--- config.mk ---
export PLATFORM = sky130hd
export DESIGN_NAME = mem_scan_controller
export DESIGN_NICKNAME = d
export VERILOG_FILES = /design/src/rtl/mem_scan_controller.sv
export SDC_FILE = /design/constraint.sdc
export NUM_CORES = 1
export LEC_CHECK = 0
export CAP_MARGIN = 20
export CORE_ASPECT_RATIO = 2
export CORE_UTILIZATION = 47
export CTS_BUF_LIST = sky130_fd_sc_hd__clkbuf_4 sky130_fd_sc_hd__clkbuf_8
export CTS_CLUSTER_DIAMETER = 60
export CTS_CLUSTER_SIZE = 12
export DETAILED_ROUTE_END_ITERATION = 12
export DONT_BUFFER_PORTS = 1
export GPL_TIMING_DRIVEN = 0
export PLACE_DENSITY = 0.68
export SKIP_LAST_GASP = 1
export SLEW_MARGIN = 20
export SYNTH_ARGS = -nofsm -noshare
export SYNTH_HDL_FRONTEND = slang
export SYNTH_SLANG_ARGS = --single-unit
--- constraint.sdc ---
create_clock -name CLOCK_50 -period 2.5 [get_ports CLOCK_50]
set_input_delay 0.25 -clock CLOCK_50 [delete_from_list [all_inputs] [get_ports CLOCK_50]]
set_output_delay 0.25 -clock CLOCK_50 [all_outputs]
set_load 0.05 [all_outputs]
--- src/rtl/mem_scan_controller.sv ---
// Timed scanner for the 1024 x 16 display memory: a prescaler tick or STEP starts one read,
// and the returned word is held in MDR while MAR walks the [LO_ADDR, HI_ADDR] window.
module mem_scan_controller #(
    parameter int TICK_DIV = 25000000,
    parameter int MEM_LAT  = 1,
    parameter int CNT_W    = 32
) (
    input  logic        CLOCK_50,
    input  logic        RESET_N,
    input  logic        RUN,
    input  logic        STEP,
    input  logic        DIR,
    input  logic [9:0]  LO_ADDR,
    input  logic [9:0]  HI_ADDR,
    output logic [9:0]  MEM_ADDR,
    output logic        MEM_RD,
    input  logic [15:0] MEM_RDATA,
    output logic [9:0]  MAR,
    output logic [15:0] MDR,
    output logic        MDR_VALID,
    output logic        BUSY
);

    typedef enum logic [1:0] {
        IDLE  = 2'd0,
        READ  = 2'd1,
        WAIT  = 2'd2,
        LATCH = 2'd3
    } state_t;

    localparam logic [CNT_W-1:0] TICK_LAST = CNT_W'(TICK_DIV - 1);

    state_t           state_q, state_d;
    logic [CNT_W-1:0] cnt_q, cnt_d;
    logic [9:0]       mar_q, mar_d;
    logic [9:0]       addr_q, addr_d;
    logic [15:0]      mdr_q, mdr_d;
    logic             rd_q, rd_d;
    logic             valid_q, valid_d;
    logic             busy_q, busy_d;
    logic             tick;
    logic             trig;
    logic [9:0]       mar_next;

    // An inverted window (lo > hi) degrades to a plain modular 10-bit walk.
    function automatic logic [9:0] next_addr(input logic [9:0] cur,
                                             input logic [9:0] lo,
                                             input logic [9:0] hi,
                                             input logic       dir);
        logic [9:0] res;
        if (lo <= hi) begin
            if (!dir) begin
                res = (cur >= hi) ? lo : cur + 10'd1;
            end else begin
                res = (cur <= lo) ? hi : cur - 10'd1;
            end
        end else begin
            res = dir ? cur - 10'd1 : cur + 10'd1;
        end
        return res;
    endfunction

    always_comb begin
        tick  = RUN && (cnt_q == TICK_LAST);
        cnt_d = (!RUN || tick) ? '0 : cnt_q + CNT_W'(1);
        trig  = tick | STEP;
    end

    always_comb begin
        mar_next = next_addr(mar_q, LO_ADDR, HI_ADDR, DIR);
    end

    // Outputs are computed for the state being entered so they register in step with it.
    always_comb begin
        state_d = state_q;
        mar_d   = mar_q;
        mdr_d   = mdr_q;
        addr_d  = addr_q;
        rd_d    = 1'b0;
        valid_d = 1'b0;
        busy_d  = 1'b0;
        case (state_q)
            IDLE: begin
                if (trig) begin
                    state_d = READ;
                    rd_d    = 1'b1;
                    addr_d  = mar_q;
                    busy_d  = 1'b1;
                end
            end
            READ: begin
                state_d = (MEM_LAT == 2) ? WAIT : LATCH;
                busy_d  = 1'b1;
            end
            WAIT: begin
                state_d = LATCH;
                busy_d  = 1'b1;
            end
            LATCH: begin
                state_d = IDLE;
                mdr_d   = MEM_RDATA;
                mar_d   = mar_next;
                valid_d = 1'b1;
            end
            default: begin
                state_d = IDLE;
            end
        endcase
    end

    always_ff @(posedge CLOCK_50 or negedge RESET_N) begin
        if (!RESET_N) begin
            state_q <= IDLE;
            cnt_q   <= '0;
            mar_q   <= '0;
            mdr_q   <= '0;
            addr_q  <= '0;
            rd_q    <= 1'b0;
            valid_q <= 1'b0;
            busy_q  <= 1'b0;
        end else begin
            state_q <= state_d;
            cnt_q   <= cnt_d;
            mar_q   <= mar_d;
            mdr_q   <= mdr_d;
            addr_q  <= addr_d;
            rd_q    <= rd_d;
            valid_q <= valid_d;
            busy_q  <= busy_d;
        end
    end

    assign MEM_ADDR  = addr_q;
    assign MEM_RD    = rd_q;
    assign MAR       = mar_q;
    assign MDR       = mdr_q;
    assign MDR_VALID = valid_q;
    assign BUSY      = busy_q;

endmodule

After elaboration in Yosys (flattened, before gate mapping)

Index checks and enable logic that the tools add are counted.

$add $sub $neg: 3
Multipliers: 0
Divide/modulo/power cells: 0
Order comparisons: 3
Equal/unequal tests: 5
Shift operators: 0
Mux-type cells: 12
Bitwise operators: 1
Reduce and logical (&&, ||, !) cells: 6

Operators by type and width:

| operator                                           | count |
|---|---|
| 2-to-1 mux 10 bit                                  | 5 |
| adder 32 x 1 -> 32 bit, second input constant      | 1 |
| == test 32 x 25 -> 1 bit, second input constant    | 1 |
| 2-to-1 mux 32 bit                                  | 1 |
| less-or-equal comparator 10 bit                    | 2 |
| adder 10 x 1 -> 10 bit, second input constant      | 1 |
| greater-or-equal comparator 10 bit                 | 1 |
| subtractor 10 x 1 -> 10 bit, second input constant | 1 |
| case mux 2 bit (3 select lines)                    | 1 |
| == test 2 bit, second input constant               | 2 |
| 2-to-1 mux 1 bit                                   | 3 |
| == test 2 x 1 -> 1 bit, second input constant      | 1 |
| logical NOT 2 bit                                  | 1 |
| 2-to-1 mux 2 bit                                   | 1 |
| inequality test 2 bit, second input constant       | 1 |
| case mux 1 bit (2 select lines)                    | 1 |
| AND reduction 2 bit                                | 1 |
| OR reduction 2 bit                                 | 1 |
| logical AND 1 bit                                  | 1 |
| logical NOT 1 bit                                  | 1 |
| logical OR 1 bit                                   | 1 |
| bitwise OR 1 bit                                   | 1 |

Flip-flop bits (word level): 73
Bits in latches: 0
RAM bits: 0
Memory bits (read-only): 0
Memories: 0

Logic depth before layout (Yosys ltp)

Gate-level depths: netlist of the first run.

Depth after elaboration: 5
Depth in mapped cells: 10

Worst setup path after synthesis of the first run

OpenSTA, ideal clock, no wires.

Path type: flip-flop to flip-flop
Start point: register mar_q[0] (netlist: MAR[0])
End point: register mar_q[8] (netlist: MAR[8])
Library setup time: 0.082 ns
Data arrival time: 2.626 ns
Required time: 2.418 ns
Setup slack: -0.208 ns
Stages on the path, launching flop included: 11
Buffers on the path: 2
Period minus slack after synthesis: 2.708 ns
Cell sequence: dfrtp_1 clkbuf_1 inv_1 ha_1 nand2b_1 a211oi_1 or3_1 clkbuf_1 a21oi_1 a211o_1 a31oi_1

Cells in the longest elaborated chain, start to end: 4
Elaborated cells between the ends (all ways): 9

Ends and longest elaborated chain:

| element                                              | line   | source |
|---|---|---|
| from (decl)                                          | 35     | `logic [9:0] mar_q, mar_d;` |
| from (signal assigned)                               | 124    | `mar_q <= mar_d;` |
| adder 10 x 1 -> 10 bit, or another cell as far along | 53, 58 |  |
| 2-to-1 mux 10 bit, on equally long branches          | 53, 55 |  |
| 2-to-1 mux 10 bit                                    | 52     | `if (!dir) begin` |
| 2-to-1 mux 10 bit (*)                                | 51     | `if (lo <= hi) begin` |

Every way passes the cells marked *; elsewhere a longest branch is shown, timed or not.
A chain may end at the register's enable or synchronous reset.

Worst setup path after layout of the first run

Same ends and word-level chain as after synthesis.

==> flow_results.xml, run 1 <==
<?xml version="1.0" encoding="UTF-8"?>
<metrics>
  <group name="sta">
    <metric name="tightest_slew" unit="ns">0.950</metric>
    <metric name="min_period_over_period" unit="%">97.7</metric>
    <metric name="slew-limit-headroom" unit="%">36.1</metric>
    <metric name="finClkSkew" unit="ns">0.0133</metric>
    <metric name="hold_viol_final" unit="">0</metric>
    <metric name="fmax" unit="GHz">0.409</metric>
    <metric name="fin_hold_ws" unit="ns">0.0424</metric>
    <metric name="slew_viol_final" unit="">0</metric>
    <metric name="fin_crit" unit="ns">2.44</metric>
    <metric name="final.setup.worst_slack" unit="ns">0.0566</metric>
    <metric name="report.final.setup_viol" unit="">0</metric>
    <metric name="setup-tns-final" unit="ns">0</metric>
  </group>
  <group name="synth">
    <metric name="synthDominantCellAreaShare" unit="%">37.6</metric>
    <metric name="post_synth_main_area_contributors" unit="">dfrtp_1 (38%), ha_1 (9.3%), mux2_2 (4.9%)</metric>
    <metric name="synth_enable_flop_cells" unit="">0</metric>
    <metric name="asyncSetResetFlopFracSynth" unit="%">100</metric>
    <metric name="sequential_area_share_after_synthesis" unit="%">37.6</metric>
    <metric name="syn_inst" unit="">505</metric>
    <metric name="post_synth_instance_area" unit="sq um">4860</metric>
    <metric name="yosys_most_used_dff" unit="">dfrtp_1</metric>
    <metric name="yosys.cell_count.top_type" unit="">dfrtp_1</metric>
    <metric name="synth_nets" unit="">582</metric>
    <metric name="yosys_warnings" unit="">0</metric>
    <metric name="synth_seq_cells" unit="">73</metric>
    <metric name="netlist_cell_types" unit="">56</metric>
    <metric name="syn_area_per_cell" unit="sq um">9.63</metric>
    <metric name="synth.largest_area_cell" unit="">dfrtp_1</metric>
    <metric name="ys_top_cells_by_count" unit="">dfrtp_1 (73), nor2_1 (43), ha_1 (36), inv_1 (36), nand3_1 (32)</metric>
  </group>
  <group name="routing">
    <metric name="wl" unit="microns">13100</metric>
    <metric name="num_vias" unit="">3976</metric>
    <metric name="drt_pass1_iterations" unit="">4</metric>
    <metric name="detail-route-antenna-nets" unit="">0</metric>
    <metric name="avgRoutedWirePerCell" unit="microns">19.7</metric>
    <metric name="drc" unit="">0</metric>
    <metric name="initial_drc_count" unit="">203</metric>
    <metric name="viasPerCell" unit="">5.96</metric>
  </group>
  <group name="power">
    <metric name="ir_worst_vdd" unit="mV">0.584</metric>
    <metric name="totalPowerFinal" unit="mW">6.86</metric>
    <metric name="power.density_cell_area" unit="nW/um^2">1240</metric>
    <metric name="static-leakage-power" unit="nW">2.37</metric>
  </group>
  <group name="cts">
    <metric name="tritoncts_num_sinks" unit="">73</metric>
    <metric name="cts-buffers-inserted" unit="">9</metric>
    <metric name="cts_tree" unit="">built</metric>
    <metric name="worst_setup_hold_path_clk_slew" unit="ns">0.09</metric>
    <metric name="clock_latency" unit="ns">0.36</metric>
    <metric name="cts-root-buf" unit="">clkbuf_8</metric>
    <metric name="htree_levels" unit="">3</metric>
    <metric name="buffer_levels_on_the_longest_clock_path" unit="">2</metric>
  </group>
  <group name="setup_path">
    <metric name="worst-path-max-fanout" unit="">5</metric>
    <metric name="path_delay_family" unit="">compound AO/OA/AOI/OAI gates</metric>
    <metric name="crit_buf_inv" unit="">2</metric>
    <metric name="critPathCaptureType" unit="">register</metric>
    <metric name="worst_ep_required_time" unit="ns">2.77</metric>
    <metric name="critical_path_arrival" unit="ns">2.72</metric>
    <metric name="criticalPathCategory" unit="">reg -&gt; reg</metric>
    <metric name="critical_path.cell_chain" unit="">buf_8 &gt; clkinvlp_4 &gt; ha_1 &gt; nand2b_4 &gt; a211oi_4 &gt; or3_4 &gt; a21oi_1 &gt; a211o_1 &gt; a31oi_1</metric>
    <metric name="critPathSlowestCell" unit="">dfrtp_2</metric>
    <metric name="critical-path-max-stage-delay" unit="ns">0.57</metric>
    <metric name="crit_path_start_kind" unit="">register</metric>
  </group>
  <group name="layout">
    <metric name="share_of_cells_above_drive_strength_1" unit="%">19.9</metric>
    <metric name="final_nets" unit="">604</metric>
    <metric name="n_antenna_cell" unit="">0</metric>
    <metric name="layout_stage_area_growth_over_the_synthesis_result" unit="%">13.7</metric>
    <metric name="finalInstanceArea" unit="sq um">5530</metric>
  </group>
  <group name="worst_hold_path">
    <metric name="hold_path.class" unit="">in -&gt; reg</metric>
  </group>
  <group name="placed_design">
    <metric name="port-buffer-count" unit="">0</metric>
    <metric name="dp_hpwl" unit="microns">9990</metric>
    <metric name="placedInstanceArea" unit="sq um">5030</metric>
    <metric name="preCtsSetupSlack" unit="ns">-0.516</metric>
    <metric name="gp_routability_congestion" unit="">0.874</metric>
  </group>
  <group name="global_route">
    <metric name="antenna_found_initial" unit="">0</metric>
    <metric name="remaining_global_route_overflow" unit="">0</metric>
    <metric name="vias_in_the_first_global_route" unit="">4287</metric>
    <metric name="grt_start_max_net_pins" unit="">74</metric>
    <metric name="grt_use_total" unit="%">25.5</metric>
    <metric name="grt_first_pass_wirelength" unit="microns">20500</metric>
  </group>
  <group name="die">
    <metric name="die_width" unit="microns">73.9</metric>
    <metric name="floorplan_die_area" unit="sq um">10800</metric>
    <metric name="placementRows" unit="">52</metric>
    <metric name="start_util" unit="%">48.2</metric>
    <metric name="die_height" unit="microns">146</metric>
    <metric name="design.core.area" unit="sq um">10100</metric>
    <metric name="floorplan.io_pins" unit="">80</metric>
  </group>
  <group name="outcome">
    <metric name="status" unit="">finished clean</metric>
  </group>
  <group name="flow_run">
    <metric name="cap_violations" unit="">0</metric>
  </group>
</metrics>
==> worst paths after layout <==
| kind | start | to | slack (ns) | cells after the start |
|---|---|---|---|---|
| min in group asynchronous | RESET_N | cnt_q[4] | 0.43 | 2 |
| hold / removal | MEM_RDATA[8] | MDR[8] | 0.04 | 1 |
| setup / recovery | MAR[0] | MAR[8] | 0.06 | 9 |
| setup reg to reg | MAR[0] | MAR[8] | 0.06 | 9 |
| hold reg to reg | cnt_q[0] | cnt_q[0] | 0.54 | 1 |
| max in group asynchronous | RESET_N | MAR[2] | 1.72 | 2 |
==> registers in the layout, indices dropped and copies added (netlist names) <==
name and count:
BUSY 1, MAR 10, MDR 16, MDR_VALID 1
MEM_ADDR 10, MEM_RD 1, cnt_q 32, state_q 2
==> cell type report <==
type / instances / area (sq um)
plain buffers: 20 / 104
clock buffers: 10 / 131
clock inverters: 6 / 67.6
fillers: 923 / 4560
inverters: 36 / 139
multi-input cells: 374 / 2940
flip-flops and latches: 73 / 1850
well taps: 135 / 169
repair buffers: 13 / 125
==> logic make-up after synthesis <==
group / Yosys count / synth area share [%]
AO/OA/AOI/OAI: 95 / 13.8
multiplexers: 31 / 7.75
flip-flops: 73 / 37.6
buffers and inverters: 59 / 4.86
AND/OR/NAND/NOR: 166 / 18.6
adder cells (fa/ha/maj): 36 / 9.27
XOR/XNOR: 45 / 8.11
==> through the flow <==
stage               util [%]  std cells
global route            54.8        667
global placement        49.9        640
detailed placement      49.9        640
floorplan                  -        505
CTS                     53.8        666
finish                  54.8        667
==> per-layer routing <==
metal  wire, microns  global-route usage (%)
met5               0                       0
met4             765                    18.5
met3             386                    4.02
met2            7730                    47.6
met1            4250                    23.2
==> cell usage in the layout, fill, tap and decap left out, types with 16 or more instances in the layout <==
cell and n:
a31oi_1 16, dfrtp_1 63, ha_1 31, inv_1 35, mux2_2 21, nand2_1 25
nand3_1 32, nor2_1 42, xnor2_1 19, xor2_1 26
==> repair_timing <==
| item | CTS | global route |
|---|---|---|
| resized for setup | 27 | 15 |
| hold buffers | 2 | 0 |
| pin swaps | 9 | 8 |
| endpoints found under the setup margin | 10 | 10 |
| buffers inserted | 9 | 2 |
| cloned | 1 | 0 |
| hold endpoints to repair | 73 | 0 |
==> power breakdown <==
part	switching (mW)	internal (mW)	leakage, nW
combinational	1.60	1.29	1.36
clock	0.458	0.475	0.0963
sequential	1.50	1.54	0.915
(Power assumes the default switching activity.)
==> run 2, diff against run 1 <==
- ABC_AREA: default -> 1
==> flow_results.xml, run 2 <==
<?xml version="1.0" encoding="UTF-8"?>
<metrics>
  <group name="setup_path">
    <metric name="criticalPathCategory" unit="">reg -&gt; reg</metric>
    <metric name="worst_ep_required_time" unit="ns">2.75</metric>
    <metric name="critPathSlowestCell" unit="">dfrtp_4</metric>
    <metric name="critical_path.cell_chain" unit="">ha_1 &gt; nand2_1 &gt; nor2_2 &gt; nand2_1 &gt; nand3_1 &gt; clkbuf_4 &gt; nand3_1 &gt; nand2_1 &gt; nand2_1 &gt; nand3_1 &gt; nand2_1</metric>
    <metric name="reg2reg_to" unit="">MAR[0]</metric>
    <metric name="critical-path-max-stage-delay" unit="ns">0.60</metric>
    <metric name="critPathCaptureType" unit="">register</metric>
    <metric name="reg2regPathDepth" unit="">11</metric>
    <metric name="worst-path-max-fanout" unit="">10</metric>
    <metric name="crit_path_start_kind" unit="">register</metric>
    <metric name="critical_path_arrival" unit="ns">2.64</metric>
    <metric name="reg2reg_setup_slack" unit="ns">0.11</metric>
    <metric name="rr_startpoint" unit="">MAR[9]</metric>
    <metric name="crit_buf_inv" unit="">1</metric>
    <metric name="path_delay_family" unit="">simple AND/OR/NAND/NOR gates</metric>
    <metric name="cp_common_cell" unit="">nand2_1</metric>
  </group>
  <group name="layout">
    <metric name="top_register" unit="">cnt_q</metric>
    <metric name="final_cell_mix" unit="">nand2_1 (244), nor2_1 (76), inv_1 (74)</metric>
    <metric name="share_of_cells_above_drive_strength_1" unit="%">10.9</metric>
    <metric name="layout_commonest_cell" unit="">nand2_1</metric>
    <metric name="layout.cells.non_filler" unit="">904</metric>
    <metric name="layout_stage_area_growth_over_the_synthesis_result" unit="%">11.1</metric>
    <metric name="layout.filler_cells" unit="">1109</metric>
    <metric name="max_ffs_per_register" unit="">32</metric>
    <metric name="final_nets" unit="">836</metric>
    <metric name="n_antenna_cell" unit="">0</metric>
    <metric name="final_core_utilization" unit="%">53.4</metric>
  </group>
  <group name="synth">
    <metric name="post_synth_instance_area" unit="sq um">5200</metric>
    <metric name="yosys.area_share.adder" unit="%">8.66</metric>
    <metric name="synth_nets" unit="">815</metric>
    <metric name="netlist_cell_types" unit="">39</metric>
    <metric name="synth.largest_area_cell" unit="">dfrtp_1</metric>
    <metric name="synth_compound_gate_area_share" unit="%">5.80</metric>
    <metric name="syn_inst" unit="">738</metric>
    <metric name="syn_area_per_cell" unit="sq um">7.05</metric>
    <metric name="synthXorXnorAreaFrac" unit="%">4.04</metric>
    <metric name="ys_top_cells_by_count" unit="">nand2_1 (244), nor2_1 (79), inv_1 (75), dfrtp_1 (73), nand3_1 (61)</metric>
    <metric name="synth_seq_cells" unit="">73</metric>
    <metric name="yosys_most_used_dff" unit="">dfrtp_1</metric>
    <metric name="post_synth_mux_area_share" unit="%">0</metric>
    <metric name="synth_enable_flop_cells" unit="">0</metric>
    <metric name="asyncSetResetFlopFracSynth" unit="%">100</metric>
    <metric name="yosys.cell_count.top_type" unit="">nand2_1</metric>
    <metric name="dominant_combinational_cell_family_by_area_after_synthesis" unit="">simple AND/OR/NAND/NOR gates</metric>
    <metric name="synth_simple_gate_area_share" unit="%">38.7</metric>
    <metric name="post_synth_main_area_contributors" unit="">dfrtp_1 (35%), nand2_1 (18%), ha_1 (8.7%)</metric>
    <metric name="sequential_area_share_after_synthesis" unit="%">35.1</metric>
    <metric name="synthDominantCellAreaShare" unit="%">35.1</metric>
    <metric name="yosys_warnings" unit="">0</metric>
  </group>
  <group name="global_route">
    <metric name="antenna_found_initial" unit="">0</metric>
    <metric name="remaining_global_route_overflow" unit="">0</metric>
    <metric name="use_met1" unit="%">22.4</metric>
    <metric name="grt_first_pass_wirelength" unit="microns">23400</metric>
    <metric name="grt_use_total" unit="%">26.8</metric>
    <metric name="grt.busiest_layer" unit="">met2</metric>
    <metric name="vias_in_the_first_global_route" unit="">4962</metric>
    <metric name="global_route.usage.met3" unit="%">3.58</metric>
    <metric name="grtUsageMet2" unit="%">53.0</metric>
    <metric name="grt_start_max_net_pins" unit="">74</metric>
  </group>
  <group name="routing">
    <metric name="viasPerCell" unit="">5.55</metric>
    <metric name="avgRoutedWirePerCell" unit="microns">17.0</metric>
    <metric name="drt_pass1_iterations" unit="">7</metric>
    <metric name="detail-route-antenna-nets" unit="">0</metric>
    <metric name="wl" unit="microns">15300</metric>
    <metric name="initial_drc_count" unit="">205</metric>
    <metric name="num_vias" unit="">5020</metric>
    <metric name="drc" unit="">0</metric>
  </group>
  <group name="sta">
    <metric name="slew_viol_final" unit="">0</metric>
    <metric name="fin_crit" unit="ns">2.39</metric>
    <metric name="finClkSkew" unit="ns">0.0170</metric>
    <metric name="slew-limit-headroom" unit="%">60.8</metric>
    <metric name="fmax" unit="GHz">0.418</metric>
    <metric name="tightest_slew" unit="ns">0.588</metric>
    <metric name="report.final.setup_viol" unit="">0</metric>
    <metric name="fin_hold_ws" unit="ns">0.0101</metric>
    <metric name="hold_viol_final" unit="">0</metric>
    <metric name="min_period_over_period" unit="%">95.8</metric>
    <metric name="setup-tns-final" unit="ns">0</metric>
  </group>
  <group name="cts">
    <metric name="cts-root-buf" unit="">clkbuf_8</metric>
    <metric name="htree_levels" unit="">3</metric>
    <metric name="tritoncts_num_sinks" unit="">73</metric>
    <metric name="clock_latency" unit="ns">0.36</metric>
    <metric name="worst_setup_hold_path_clk_slew" unit="ns">0.08</metric>
    <metric name="buffer_levels_on_the_longest_clock_path" unit="">2</metric>
    <metric name="cts-buffers-inserted" unit="">9</metric>
    <metric name="cts_tree" unit="">built</metric>
  </group>
  <group name="worst_hold_path">
    <metric name="worst_hold_path.endpoint" unit="">MDR[1]</metric>
    <metric name="hold_path.class" unit="">in -&gt; reg</metric>
    <metric name="worstHoldPathCells" unit="">2</metric>
    <metric name="hold_path_startpoint" unit="">MEM_RDATA[1]</metric>
  </group>
  <group name="power">
    <metric name="totalPowerFinal" unit="mW">6.80</metric>
    <metric name="ir_worst_vdd" unit="mV">0.620</metric>
    <metric name="power.density_cell_area" unit="nW/um^2">1180</metric>
    <metric name="static-leakage-power" unit="nW">2.81</metric>
  </group>
  <group name="die">
    <metric name="placementRows" unit="">54</metric>
    <metric name="die_height" unit="microns">151</metric>
    <metric name="start_util" unit="%">48.1</metric>
    <metric name="design.core.area" unit="sq um">10800</metric>
    <metric name="floorplan_die_area" unit="sq um">11500</metric>
    <metric name="die_width" unit="microns">76.4</metric>
    <metric name="floorplan.io_pins" unit="">80</metric>
  </group>
  <group name="placed_design">
    <metric name="gp_routability_congestion" unit="">1.03</metric>
    <metric name="port-buffer-count" unit="">0</metric>
    <metric name="dp_hpwl" unit="microns">12000</metric>
    <metric name="placedCellCount" unit="">878</metric>
  </group>
  <group name="flow_run">
    <metric name="cap_violations" unit="">0</metric>
  </group>
  <group name="outcome">
    <metric name="status" unit="">finished clean</metric>
  </group>
</metrics>
run 2: cell types whose count changed after synthesis, sizes merged, moves of 7 or more:
cell	change
o21ai	+13
o211ai	-7
a31oi	-16
nor3	+12
mux2	-29
nand3	+33
nor2	+42
nand2	+225
xor2	-9
inv	+43
xnor2	-12
and4	-8
run 2: where the power goes:
part           leakage, nW  total (mW)  internal [mW]  switching, mW
Sequential           0.938        2.99           1.52           1.48
Clock                0.121        1.15          0.679          0.468
Combinational         1.75        2.66          0.945           1.71
run 2: area by class of cell:
class | instances | area (sq um) | share of cell area, %
Multi-Input combinational cell | 567 | 3000 | 51.9
Sequential cell | 73 | 1850 | 32.0
Inverter | 79 | 305 | 5.28
Tap cell | 140 | 175 | 3.03
Clock buffer | 10 | 131 | 2.27
Clock inverter | 6 | 115 | 1.99
Timing Repair Buffer | 10 | 105 | 1.82
Buffer | 19 | 100 | 1.73
run 2: timing repair:
action,in CTS,in global routing
buffers inserted,0,5
hold buffers,5,0
resized for setup,9,11
endpoints found under the setup margin,10,10
pin swaps,0,1
hold endpoints to repair,76,0
run 2: cells by family after synthesis:
family	count (synthesis)
AO/OA/AOI/OAI	51
buffers and inverters	98
flip-flops	73
adder cells (fa/ha/maj)	36
XOR/XNOR	24
AND/OR/NAND/NOR	456
run 2: worst max path at each step:
stage	start	end	slack [ns]	cells after the start
after floorplan	MAR[0]	MAR[0]	0.18	13
after global placement	MAR[0]	MAR[0]	-0.35	12
after detailed placement	MAR[0]	MAR[0]	-0.33	12
after CTS	MAR[2]	MAR[0]	0.03	11
after global routing	MAR[0]	MAR[7]	-0.009	12
final	MAR[9]	MAR[0]	0.11	11
run 2: per-layer routing:
layer / up-vias / share of wire, %
met5: - / 0
met4: 0 / 8.3
met3: 77 / 3.8
met2: 191 / 56
met1: 2340 / 32
li1: 2412 / -
run 2: through the flow:
step | setup WS [ns] | cell area, sq um
6_report | 0.106 | 5780
5_1_grt | -0.00882 | 5780
4_1_cts | 0.0256 | 5700
3_5_place_dp | -0.334 | 5380
3_3_place_gp | -0.349 | 5380
2_1_floorplan | 0.184 | 5200
==> run 3, diff against run 2 <==
--- a/constraint.sdc
+++ b/constraint.sdc
@@ -3,2 +3,2 @@
 set_output_delay 0.25 -clock CLOCK_50 [all_outputs]
-set_load 0.05 [all_outputs]
+set_load 0.02 [all_outputs]
==> flow_results.xml, run 3 (synthesis results as in run 2) <==
<?xml version="1.0" encoding="UTF-8"?>
<metrics>
  <group name="outcome">
    <metric name="status" unit="">finished clean</metric>
  </group>
  <group name="sta">
    <metric name="rsz0062_at_grt" unit="">no</metric>
    <metric name="report.final.setup_viol" unit="">0</metric>
    <metric name="finClkSkew" unit="ns">0.0140</metric>
    <metric name="slew-limit-headroom" unit="%">60.5</metric>
    <metric name="min_period_over_period" unit="%">92.0</metric>
    <metric name="fin_crit" unit="ns">2.30</metric>
    <metric name="hold_viol_final" unit="">0</metric>
    <metric name="fmax" unit="GHz">0.435</metric>
    <metric name="final.setup.worst_slack" unit="ns">0.201</metric>
    <metric name="slew_viol_final" unit="">0</metric>
    <metric name="tightest_slew" unit="ns">0.593</metric>
  </group>
  <group name="layout">
    <metric name="layout_stage_area_growth_over_the_synthesis_result" unit="%">10.6</metric>
    <metric name="top_register" unit="">cnt_q</metric>
    <metric name="layout_commonest_cell" unit="">nand2_1</metric>
    <metric name="layout.cells.non_filler" unit="">902</metric>
    <metric name="max_ffs_per_register" unit="">32</metric>
    <metric name="share_of_cells_above_drive_strength_1" unit="%">9.97</metric>
    <metric name="final_nets" unit="">834</metric>
    <metric name="n_antenna_cell" unit="">0</metric>
    <metric name="final_cell_mix" unit="">nand2_1 (244), nor2_1 (76), inv_1 (74)</metric>
  </group>
  <group name="placed_design">
    <metric name="port-buffer-count" unit="">0</metric>
    <metric name="gp_routability_congestion" unit="">1.03</metric>
    <metric name="placedCellCount" unit="">878</metric>
    <metric name="preCtsSetupSlack" unit="ns">-0.0656</metric>
    <metric name="dp_hpwl" unit="microns">12000</metric>
  </group>
  <group name="die">
    <metric name="floorplan_die_area" unit="sq um">11500</metric>
    <metric name="design.core.area" unit="sq um">10800</metric>
    <metric name="start_util" unit="%">48.1</metric>
    <metric name="placementRows" unit="">54</metric>
    <metric name="die_width" unit="microns">76.4</metric>
    <metric name="floorplan.io_pins" unit="">80</metric>
    <metric name="die_height" unit="microns">151</metric>
  </group>
  <group name="setup_path">
    <metric name="critical_path.cell_chain" unit="">ha_1 &gt; nand2_1 &gt; nand2_1 &gt; nand3_1 &gt; nand3_2 &gt; nand2_1 &gt; buf_4 &gt; nand3_1 &gt; nand2_1 &gt; nand2_1 &gt; nand3_1 &gt; nand2_1</metric>
    <metric name="critPathCaptureType" unit="">register</metric>
    <metric name="cp_common_cell" unit="">nand2_1</metric>
    <metric name="critical_path_arrival" unit="ns">2.55</metric>
    <metric name="rr_startpoint" unit="">MAR[1]</metric>
    <metric name="worst_setup_path_startpoint" unit="">MAR[1]</metric>
    <metric name="worst_ep_required_time" unit="ns">2.75</metric>
    <metric name="critPathSlowestCell" unit="">dfrtp_1</metric>
    <metric name="crit_path_start_kind" unit="">register</metric>
    <metric name="criticalPathCategory" unit="">reg -&gt; reg</metric>
    <metric name="worst-path-max-fanout" unit="">10</metric>
    <metric name="critical-path-max-stage-delay" unit="ns">0.65</metric>
  </group>
  <group name="power">
    <metric name="static-leakage-power" unit="nW">2.81</metric>
    <metric name="totalPowerFinal" unit="mW">6.05</metric>
    <metric name="power.density_cell_area" unit="nW/um^2">1050</metric>
    <metric name="ir_worst_vdd" unit="mV">0.531</metric>
  </group>
  <group name="cts">
    <metric name="clock_latency" unit="ns">0.36</metric>
    <metric name="htree_levels" unit="">3</metric>
    <metric name="cts_tree" unit="">built</metric>
    <metric name="buffer_levels_on_the_longest_clock_path" unit="">2</metric>
    <metric name="cts-buffers-inserted" unit="">9</metric>
    <metric name="cts-root-buf" unit="">clkbuf_8</metric>
    <metric name="worst_setup_hold_path_clk_slew" unit="ns">0.08</metric>
    <metric name="tritoncts_num_sinks" unit="">73</metric>
  </group>
  <group name="global_route">
    <metric name="grt_start_max_net_pins" unit="">74</metric>
    <metric name="grt_first_pass_wirelength" unit="microns">23400</metric>
    <metric name="vias_in_the_first_global_route" unit="">4947</metric>
    <metric name="grt_use_total" unit="%">26.8</metric>
    <metric name="remaining_global_route_overflow" unit="">0</metric>
    <metric name="antenna_found_initial" unit="">0</metric>
  </group>
  <group name="routing">
    <metric name="drt_pass1_iterations" unit="">6</metric>
    <metric name="wl" unit="microns">15300</metric>
    <metric name="avgRoutedWirePerCell" unit="microns">16.9</metric>
    <metric name="initial_drc_count" unit="">242</metric>
    <metric name="detail-route-antenna-nets" unit="">0</metric>
    <metric name="num_vias" unit="">5006</metric>
    <metric name="drc" unit="">0</metric>
    <metric name="viasPerCell" unit="">5.55</metric>
  </group>
  <group name="flow_run">
    <metric name="cap_violations" unit="">0</metric>
  </group>
  <group name="worst_hold_path">
    <metric name="hold_path_startpoint" unit="">MEM_RDATA[1]</metric>
    <metric name="hold_path.class" unit="">in -&gt; reg</metric>
  </group>
</metrics>
==> run 3: final cells by class <==
cell class / instances / area [sq um]
plain buffers: 19 / 97.6
multi-input cells: 567 / 3000
clock inverters: 6 / 115
well taps: 140 / 175
fillers: 1107 / 5060
repair buffers: 8 / 92.6
flip-flops and latches: 73 / 1830
clock buffers: 10 / 131
inverters: 79 / 305
==> run 3: repair_timing <==
action                                  in CTS  in global routing
hold buffers                                 5                  1
pin swaps                                    0                  0
endpoints found under the hold margin       76                  1
resized for setup                            1                 11
buffers inserted                             0                  2
endpoints found under the setup margin       9                 10
==> run 3: path summary, 6_finish.rpt <==
check,to,slack (ns),depth (start not counted)
max,MAR[0],0.20,12
min,MDR[1],0.01,2
max reg2reg,MAR[0],0.20,12
min reg2reg,cnt_q[0],0.52,1
max in group asynchronous,MAR[0],1.74,2
min in group asynchronous,cnt_q[25],0.44,2
==> run 3: critical path: cells and delay by family, from the launching register on <==
kind                       cells  cell delay (ns)
and+or+nand+nor               10             0.98
DFF                            1             0.65
adders and majority gates      1             0.37
buffers and inverters          1             0.19
==> run 3: per-layer routing <==
| layer | up-vias | share of wire, % | global-route usage [%] |
|---|---|---|---|
| li1 | 2413 | - | - |
| met1 | 2318 | 32 | 22.5 |
| met2 | 204 | 57 | 52.9 |
| met3 | 71 | 3.8 | 3.58 |
| met4 | 0 | 7.6 | 24.6 |
| met5 | - | 0 | 0 |
==> run 3: power by group <==
part           switching, mW  internal, mW
logic                   1.70         0.903
registers              0.784          1.51
clock network          0.464         0.679
==> run 3: through the flow <==
step	setup TNS (ns)	hold slack, ns	utilization [%]	cell area, sq um
after detailed placement	-0.283	-0.0435	49.7	5380
after global placement	-0.395	-0.0424	49.7	5380
final	0	0.0103	53.2	5750
after floorplan	0	-0.0456	-	5200
after CTS	0	0.000397	52.6	5690
after global routing	0	0.00228	53.2	5750
